==> config.mk <==
export PLATFORM = sky130hd
export DESIGN_NAME = dist_xbar_hs
export DESIGN_NICKNAME = d
export VERILOG_FILES = /design/src/rtl/dist_xbar_hs.sv
export SDC_FILE = /design/constraint.sdc
export NUM_CORES = 1
export LEC_CHECK = 0
export CORE_MARGIN = 2
export CORE_UTILIZATION = 56
export CTS_CLUSTER_SIZE = 20
export DETAILED_ROUTE_END_ITERATION = 10
export HOLD_SLACK_MARGIN = 0.08
export PLACE_DENSITY = 0.8
export SYNTH_ARGS = -nofsm -noshare
export SYNTH_HDL_FRONTEND = slang
export SYNTH_SLANG_ARGS = --single-unit
==> constraint.sdc <==
create_clock -name clk -period 3.6 [get_ports clk]
set_input_delay 1.08 -clock clk [delete_from_list [all_inputs] [get_ports clk]]
set_output_delay 1.08 -clock clk [all_outputs]
set_load 0.1 [all_outputs]
==> src/rtl/dist_xbar_hs.sv <==
// Distribution crossbar: routes input-bus elements to per-PE lanes through a
// show-ahead output queue with valid/ready handshakes on both sides.
module dist_xbar_hs #(
  parameter int DATA_TYPE  = 16,
  parameter int NUM_PES    = 4,
  parameter int INPUT_BW   = 4,
  parameter int LOG2_IN    = 2,
  parameter int FIFO_DEPTH = 4,
  parameter int CNT_W      = 16
) (
  input  logic                          clk,
  input  logic                          rst,
  input  logic                          i_valid,
  output logic                          o_ready,
  input  logic [INPUT_BW*DATA_TYPE-1:0] i_data_bus,
  input  logic [NUM_PES*LOG2_IN-1:0]    i_mux_bus,
  input  logic [NUM_PES-1:0]            i_en_mask,
  input  logic                          i_clr,
  output logic                          o_valid,
  input  logic                          i_ready,
  output logic [NUM_PES*DATA_TYPE-1:0]  o_dist_bus,
  output logic [NUM_PES-1:0]            o_mask,
  output logic                          o_sel_err,
  output logic [CNT_W-1:0]              o_xfer_cnt
);

  localparam int PW = (FIFO_DEPTH > 1) ? $clog2(FIFO_DEPTH) : 1;
  localparam int OW = PW + 1;
  localparam int LW = NUM_PES * DATA_TYPE;

  logic [PW-1:0]      r_wr_ptr;
  logic [PW-1:0]      r_rd_ptr;
  logic [OW-1:0]      r_occ;
  logic               r_ready;
  logic               r_valid;
  logic               r_sel_err;
  logic [CNT_W-1:0]   r_xfer_cnt;
  logic [LW-1:0]      r_mem_data [FIFO_DEPTH];
  logic [NUM_PES-1:0] r_mem_mask [FIFO_DEPTH];

  logic               w_push;
  logic               w_pop;
  logic [LW-1:0]      w_lanes;
  logic [NUM_PES-1:0] w_hit;
  logic               w_err;
  logic [OW-1:0]      w_occ_nxt;

  // A lane with no matching in-range select stays zero; enabled lanes without
  // a hit are exactly the out-of-range selects that raise the error.
  always_comb begin
    w_lanes = '0;
    w_hit   = '0;
    for (int unsigned i = 0; i < NUM_PES; i++) begin
      for (int unsigned k = 0; k < INPUT_BW; k++) begin
        if (i_en_mask[i] && (i_mux_bus[i*LOG2_IN +: LOG2_IN] == LOG2_IN'(k))) begin
          w_lanes[i*DATA_TYPE +: DATA_TYPE] = i_data_bus[k*DATA_TYPE +: DATA_TYPE];
          w_hit[i] = 1'b1;
        end
      end
    end
    w_err = |(i_en_mask & ~w_hit);
  end

  assign w_push    = i_valid && r_ready;
  assign w_pop     = r_valid && i_ready;
  assign w_occ_nxt = r_occ + OW'(w_push) - OW'(w_pop);

  always_ff @(posedge clk or negedge rst) begin
    if (!rst) begin
      r_wr_ptr   <= '0;
      r_rd_ptr   <= '0;
      r_occ      <= '0;
      r_ready    <= 1'b0;
      r_valid    <= 1'b0;
      r_sel_err  <= 1'b0;
      r_xfer_cnt <= '0;
    end else begin
      if (w_push) r_wr_ptr <= r_wr_ptr + 1'b1;
      if (w_pop)  r_rd_ptr <= r_rd_ptr + 1'b1;
      r_occ   <= w_occ_nxt;
      r_ready <= (w_occ_nxt < OW'(FIFO_DEPTH));
      r_valid <= (w_occ_nxt != '0);
      if (i_clr) begin
        r_sel_err  <= 1'b0;
        r_xfer_cnt <= '0;
      end else begin
        if (w_push && w_err) r_sel_err  <= 1'b1;
        if (w_pop)           r_xfer_cnt <= r_xfer_cnt + 1'b1;
      end
    end
  end

  // Storage needs no reset: entries are only visible through r_valid.
  always_ff @(posedge clk) begin
    if (w_push) begin
      r_mem_data[r_wr_ptr] <= w_lanes;
      r_mem_mask[r_wr_ptr] <= i_en_mask;
    end
  end

  assign o_ready    = r_ready;
  assign o_valid    = r_valid;
  assign o_dist_bus = r_valid ? r_mem_data[r_rd_ptr] : '0;
  assign o_mask     = r_valid ? r_mem_mask[r_rd_ptr] : '0;
  assign o_sel_err  = r_sel_err;
  assign o_xfer_cnt = r_xfer_cnt;

endmodule

==> flow_summary.json, run 1 <==
{
  "synth_top_area_share_pct": 60.58,
  "synth_top_area_cell": "edfxtp_1",
  "power_mw": 16.20,
  "cts_root_buffer": "clkbuf_16",
  "seq_area_frac_synth_pct": 65.40,
  "use_met3_pct": 5.001,
  "critical_path_class": "flop to output pin",
  "max_cap_viol_count": 0,
  "cts_tree": "done",
  "synth-edff-count": 272,
  "clockBufferDepth": 3,
  "avgSynthCellArea_um2": 19.23,
  "clk_pin_slew_ns": 0.06,
  "hold_violations": 0,
  "synthesis.nets": 790,
  "tightestPinTransition_ns": 1.024,
  "use_met2_pct": 42.00,
  "hp-start": "o_sel_err",
  "wl_per_cell_um": 25.37,
  "num_rows": 56,
  "cts_buffers": 30,
  "ir_drop_v": 0.0008334,
  "maxClockFrequency_mhz": 290.4,
  "cts_sinks": 298,
  "yosysWarnings": 0,
  "mappedNetlistArea_mm2": 0.01348,
  "p_per_area_mw_per_mm2": 949.9,
  "clk_latency_ns": 0.55,
  "synth_cell_types": 33,
  "fin_crit_ns": 3.443,
  "ant_nets": 0,
  "area_growth_pct": 26.50,
  "hold_class": "flop to flop",
  "setup_tns_ns": 0,
  "top_usage_layer": "met2",
  "cp-end-kind": "output pin",
  "num_vias": 7608,
  "placeableCoreArea_mm2": 0.02354,
  "dieHeight_um": 159.2,
  "routed_wirelength_um": 31180,
  "die_w_um": 159.2,
  "via_per_inst": 6.190,
  "synthCells": 701,
  "arrival_ns": 2.36,
  "cp_max_fo": 29,
  "post-route-period-util_pct": 95.65,
  "drive_gt1_share_pct": 33.66,
  "drv_slew": 0,
  "synth_area_leaders": "edfxtp_1 61%, mux4_2 22%, and2_1 6.3%",
  "r2r-start": "o_valid",
  "grt_pass1_wl_um": 48440,
  "holdBufCountCts": 0,
  "gp_congestion": 0.8300,
  "grt_overflow": 0,
  "use_met1_pct": 34.62,
  "required_ns": 2.52,
  "p_leak_nw": 5.927,
  "max_slew_margin_pct": 31.54,
  "crit_path_start": "r_rd_ptr[0]",
  "grtUsageTotal_pct": 25.07,
  "yosysMostFrequentCell": "edfxtp_1",
  "drt_iter0_markers": 868,
  "htreeDepth": 1,
  "fin_skew_ns": 0.009094,
  "worstSetupStartpointType": "flop",
  "setup_viol": 0,
  "ys_top_cells_by_count": "272 x edfxtp_1, 135 x and2_1, 132 x mux4_2",
  "numPortBuffers": 167,
  "grt_pass1_vias": 8006,
  "antenna_found_initial": 2,
  "hpwl_um": 20420,
  "async_reset_ff_share_pct": 8.725,
  "outcome": "finished, final reports clean",
  "drc": 0,
  "nets": 975,
  "drtPass1Iterations": 5,
  "grt_max_degree": 74,
  "rsz0062_at_grt": "false",
  "dieArea_mm2": 0.02533,
  "yosys_most_used_dff": "edfxtp_1",
  "ys_seq_elements": 298,
  "start_util_pct": 57.27,
  "io_pins": 168
}
-- power by group --
part           switching, mW  leakage, nW  internal (mW)
clock network           1.25        0.484           1.88
logic                   5.66         2.59           2.90
registers              0.162         2.85           4.36
total                   7.07         5.93           9.13
-- area by class of cell --
type | count | area [um2]
Antenna cell | 1 | 2.502
Clock buffer | 34 | 765.7
Clock inverter | 21 | 236.5
Fill cell | 1410 | 6486
Inverter | 8 | 30.03
Multi-Input combinational cell | 350 | 4428
Sequential cell | 298 | 8825
Tap cell | 319 | 399.1
Timing Repair Buffer | 198 | 2370
-- flip-flops by register name (all words and copies together), names as in the netlist --
signal      flops
r_wr_ptr        2
r_occ           3
o_xfer_cnt     16
o_valid         1
o_sel_err       1
r_rd_ptr        2
r_mem_mask     16
o_ready         1
r_mem_data    256
-- metrics by stage --
step / utilization [%] / worst slack [ns] / hold WS [ns] / area, um2 / instances
finish: 72.45 / 0.1568 / 0.5094 / 17060 / 1229
global route: 72.44 / 0.07936 / 0.5423 / 17050 / 1228
CTS: 72.31 / 0.003078 / 0.5163 / 17020 / 1224
detailed placement: 68.02 / 0.2600 / 0.4966 / 16010 / 1169
global placement: 68.02 / 0.2839 / 0.4844 / 16010 / 1169
floorplan: - / 0.2186 / 0.4713 / 13480 / 701
-- cells in the final DEF, fill, tap and decap left out, drive strengths merged, types with 6 or more instances in the layout --
master         Yosys  final
edfxtp           272    272
mux4             132    132
xor2               8      8
and2             135    135
dfrtp             26     26
ha                 7      7
inv                8      8
buf               27    118
clkinv             0     14
nand2              9      9
xnor2              6      6
clkdlybuf4s50      0     80
nor2              13     13
clkbuf            18     34
-- timing repair --
item	CTS	global route
setup buffers	0	4
pin swaps	0	0
gates resized for setup	1	0
setup endpoints to repair	1	20
-- routing by layer --
metal | share of wire (%) | vias up | routed length [um]
met5 | 0.042 | - | 13
met4 | 2.0 | 2 | 637
met3 | 8.9 | 60 | 2778
met2 | 51 | 430 | 15810
met1 | 38 | 3933 | 11940
li1 | - | 3183 | -
-- cells by family after synthesis --
logic type	Yosys count	synth area share [%]
mux	136	22.38
fa+ha+maj	8	0.7980
compound gates	7	0.2877
flops	298	65.40
simple gates	185	8.426
buf+inv	53	1.791
xor+xnor	14	0.9094
-- worst paths after layout --
check,endpoint,slack (ns),cells past startpoint
max,o_dist_bus[36],0.16,4
min,o_sel_err,0.51,1
max reg2reg,o_valid,1.17,9
min reg2reg,o_sel_err,0.51,1
max in group asynchronous,o_xfer_cnt[15],1.99,2
min in group asynchronous,o_xfer_cnt[2],0.98,1
-- critical path, stage by stage (launching register included) --
cell and delay, ns:
dfrtp_4 0.50, buf_16 0.26, mux4_2 0.57, and2_1 0.22, buf_4 0.24
No activity file was read; power rests on OpenSTA's default activity.
==> run 2, diff against run 1 <==
- clock period: 3.6 -> 3.9 ns (I/O delays scaled with it)
==> flow_summary.json, run 2 (synthesis results as in run 1) <==
{
  "outcome": "finished, final reports clean",
  "largest_register_ff_count": 256,
  "num_rows": 56,
  "top_layer": "met4",
  "cts_buffers": 29,
  "drv_slew": 0,
  "clockBufferDepth": 3,
  "placeableCoreArea_mm2": 0.02354,
  "grt_overflow": 0,
  "num_vias": 7464,
  "routed_wirelength_um": 30900,
  "grt_pass1_vias": 7971,
  "final_cell_mix": "272 x edfxtp_1, 135 x and2_1, 132 x mux4_2",
  "io_pins": 168,
  "cp-end-kind": "output pin",
  "layout_commonest_cell": "edfxtp_1",
  "gp_congestion": 0.8259,
  "drc": 0,
  "crit_buf_inv": 2,
  "nets": 965,
  "p_per_area_mw_per_mm2": 865.0,
  "dpl_cell_area_mm2": 0.01594,
  "post_cts_resized": 0,
  "finalInstanceArea_mm2": 0.01681,
  "grtUsageTotal_pct": 24.75,
  "hold_class": "flop to flop",
  "cts_sinks": 298,
  "setup_viol": 0,
  "worstSetupStartpointType": "flop",
  "cts_root_buffer": "clkbuf_16",
  "htreeDepth": 1,
  "cts_tree": "done",
  "drive_gt1_share_pct": 33.07,
  "clk_pin_slew_ns": 0.06,
  "hpwl_um": 20210,
  "setup_tns_ns": 0,
  "wl_met2_um": 15860,
  "cp_slowest_cell": "dfrtp_4",
  "hold_violations": 0,
  "ir_drop_v": 0.0007970,
  "max_slew_margin_pct": 21.61,
  "antenna_cells": 0,
  "numPortBuffers": 167,
  "grt_pass1_wl_um": 47980,
  "arrival_ns": 2.47,
  "post-route-period-util_pct": 93.24,
  "wl_met3_um": 2358,
  "required_ns": 2.73,
  "drt_iter0_markers": 780,
  "clk_latency_ns": 0.53,
  "fin_crit_ns": 3.636,
  "ant_nets": 0,
  "wl_per_cell_um": 25.39,
  "dieHeight_um": 159.2,
  "die_w_um": 159.2,
  "tightestPinTransition_ns": 1.172,
  "cp_max_fo": 15,
  "drtPass1Iterations": 7,
  "crit_chain": "buf_4 -> mux4_2 -> and2_1 -> buf_12",
  "crit_family": "flip-flops",
  "m1WireLength_um": 12160,
  "grt_max_degree": 51,
  "start_util_pct": 57.27,
  "maxClockFrequency_mhz": 275.0,
  "critical_path_class": "flop to output pin",
  "max_cap_viol_count": 0,
  "p_leak_nw": 5.812,
  "antenna_found_initial": 1,
  "power_mw": 14.54,
  "dieArea_mm2": 0.02533,
  "regMostFlops": "r_mem_data",
  "rsz0062_at_grt": "false",
  "holdBufCountCts": 0,
  "via_per_inst": 6.133,
  "cpPeakStageDelay_ns": 0.62,
  "area_growth_pct": 24.67,
  "postCtsSetupRepairBufs": 0,
  "fin_skew_ns": 0.007143
}
==> run 2: cell count changes in the layout (fill, tap and decap cells not counted), sizes merged <==
cell / previous run / this run
clkdlybuf4s50: 80 / 81
bufinv: 5 / 1
clkinvlp: 2 / 3
diode: 1 / 0
buf: 118 / 108
clkinv: 14 / 16
clkbuf: 34 / 33
==> run 2: through the flow <==
stage                     hold WS [ns]  utilization [%]  cells  setup slack (ns)
after detailed placement        0.5036            67.71   1164            0.4188
final                           0.5087            71.40   1217            0.2636
after CTS                       0.5172            71.40   1217            0.2135
after global routing            0.5329            71.40   1217            0.1367
after global placement          0.4854            67.71   1164            0.4848
after floorplan                 0.4713                -    701            0.4286
==> run 2: layout make-up <==
class	count	area [um2]
timing repair buffer	189	2260
clock inverter	20	126.4
sequential	298	8825
fill	1403	6734
multi-input combinational	350	4428
inverter	8	30.03
tap	319	399.1
clock buffer	33	740.7
==> run 2: worst paths after layout <==
check	slack (ns)	endpoint	cells past startpoint	start
worst max-delay path	0.26	o_dist_bus[57]	4	r_rd_ptr[0]
worst min-delay path	0.51	o_sel_err	1	o_sel_err
worst max register to register	1.42	o_valid	7	o_valid
worst min register to register	0.51	o_sel_err	1	o_sel_err
max in group asynchronous	1.79	r_rd_ptr[0]	1	rst
min in group asynchronous	1.27	o_xfer_cnt[2]	1	rst
==> run 2: per-layer routing <==
layer	track usage, %	vias up
li1	-	3158
met1	35.27	3916
met2	40.99	352
met3	4.506	38
met4	5.207	0
met5	0	-
==> run 2: power breakdown <==
group	total, mW	internal [mW]	switching (mW)
Sequential	4.22	4.02	0.195
Clock	2.54	1.42	1.11
Combinational	7.79	2.62	5.16
Total	14.5	8.07	6.47
==> run 2: worst register-to-register path, cell delays in order, from the launching register on <==
cell     delay [ns]
dfrtp_2        0.68
nand2_1        0.23
inv_1          0.16
ha_1           0.24
inv_1          0.07
ha_1           0.17
fa_1           0.44
or3_1          0.37
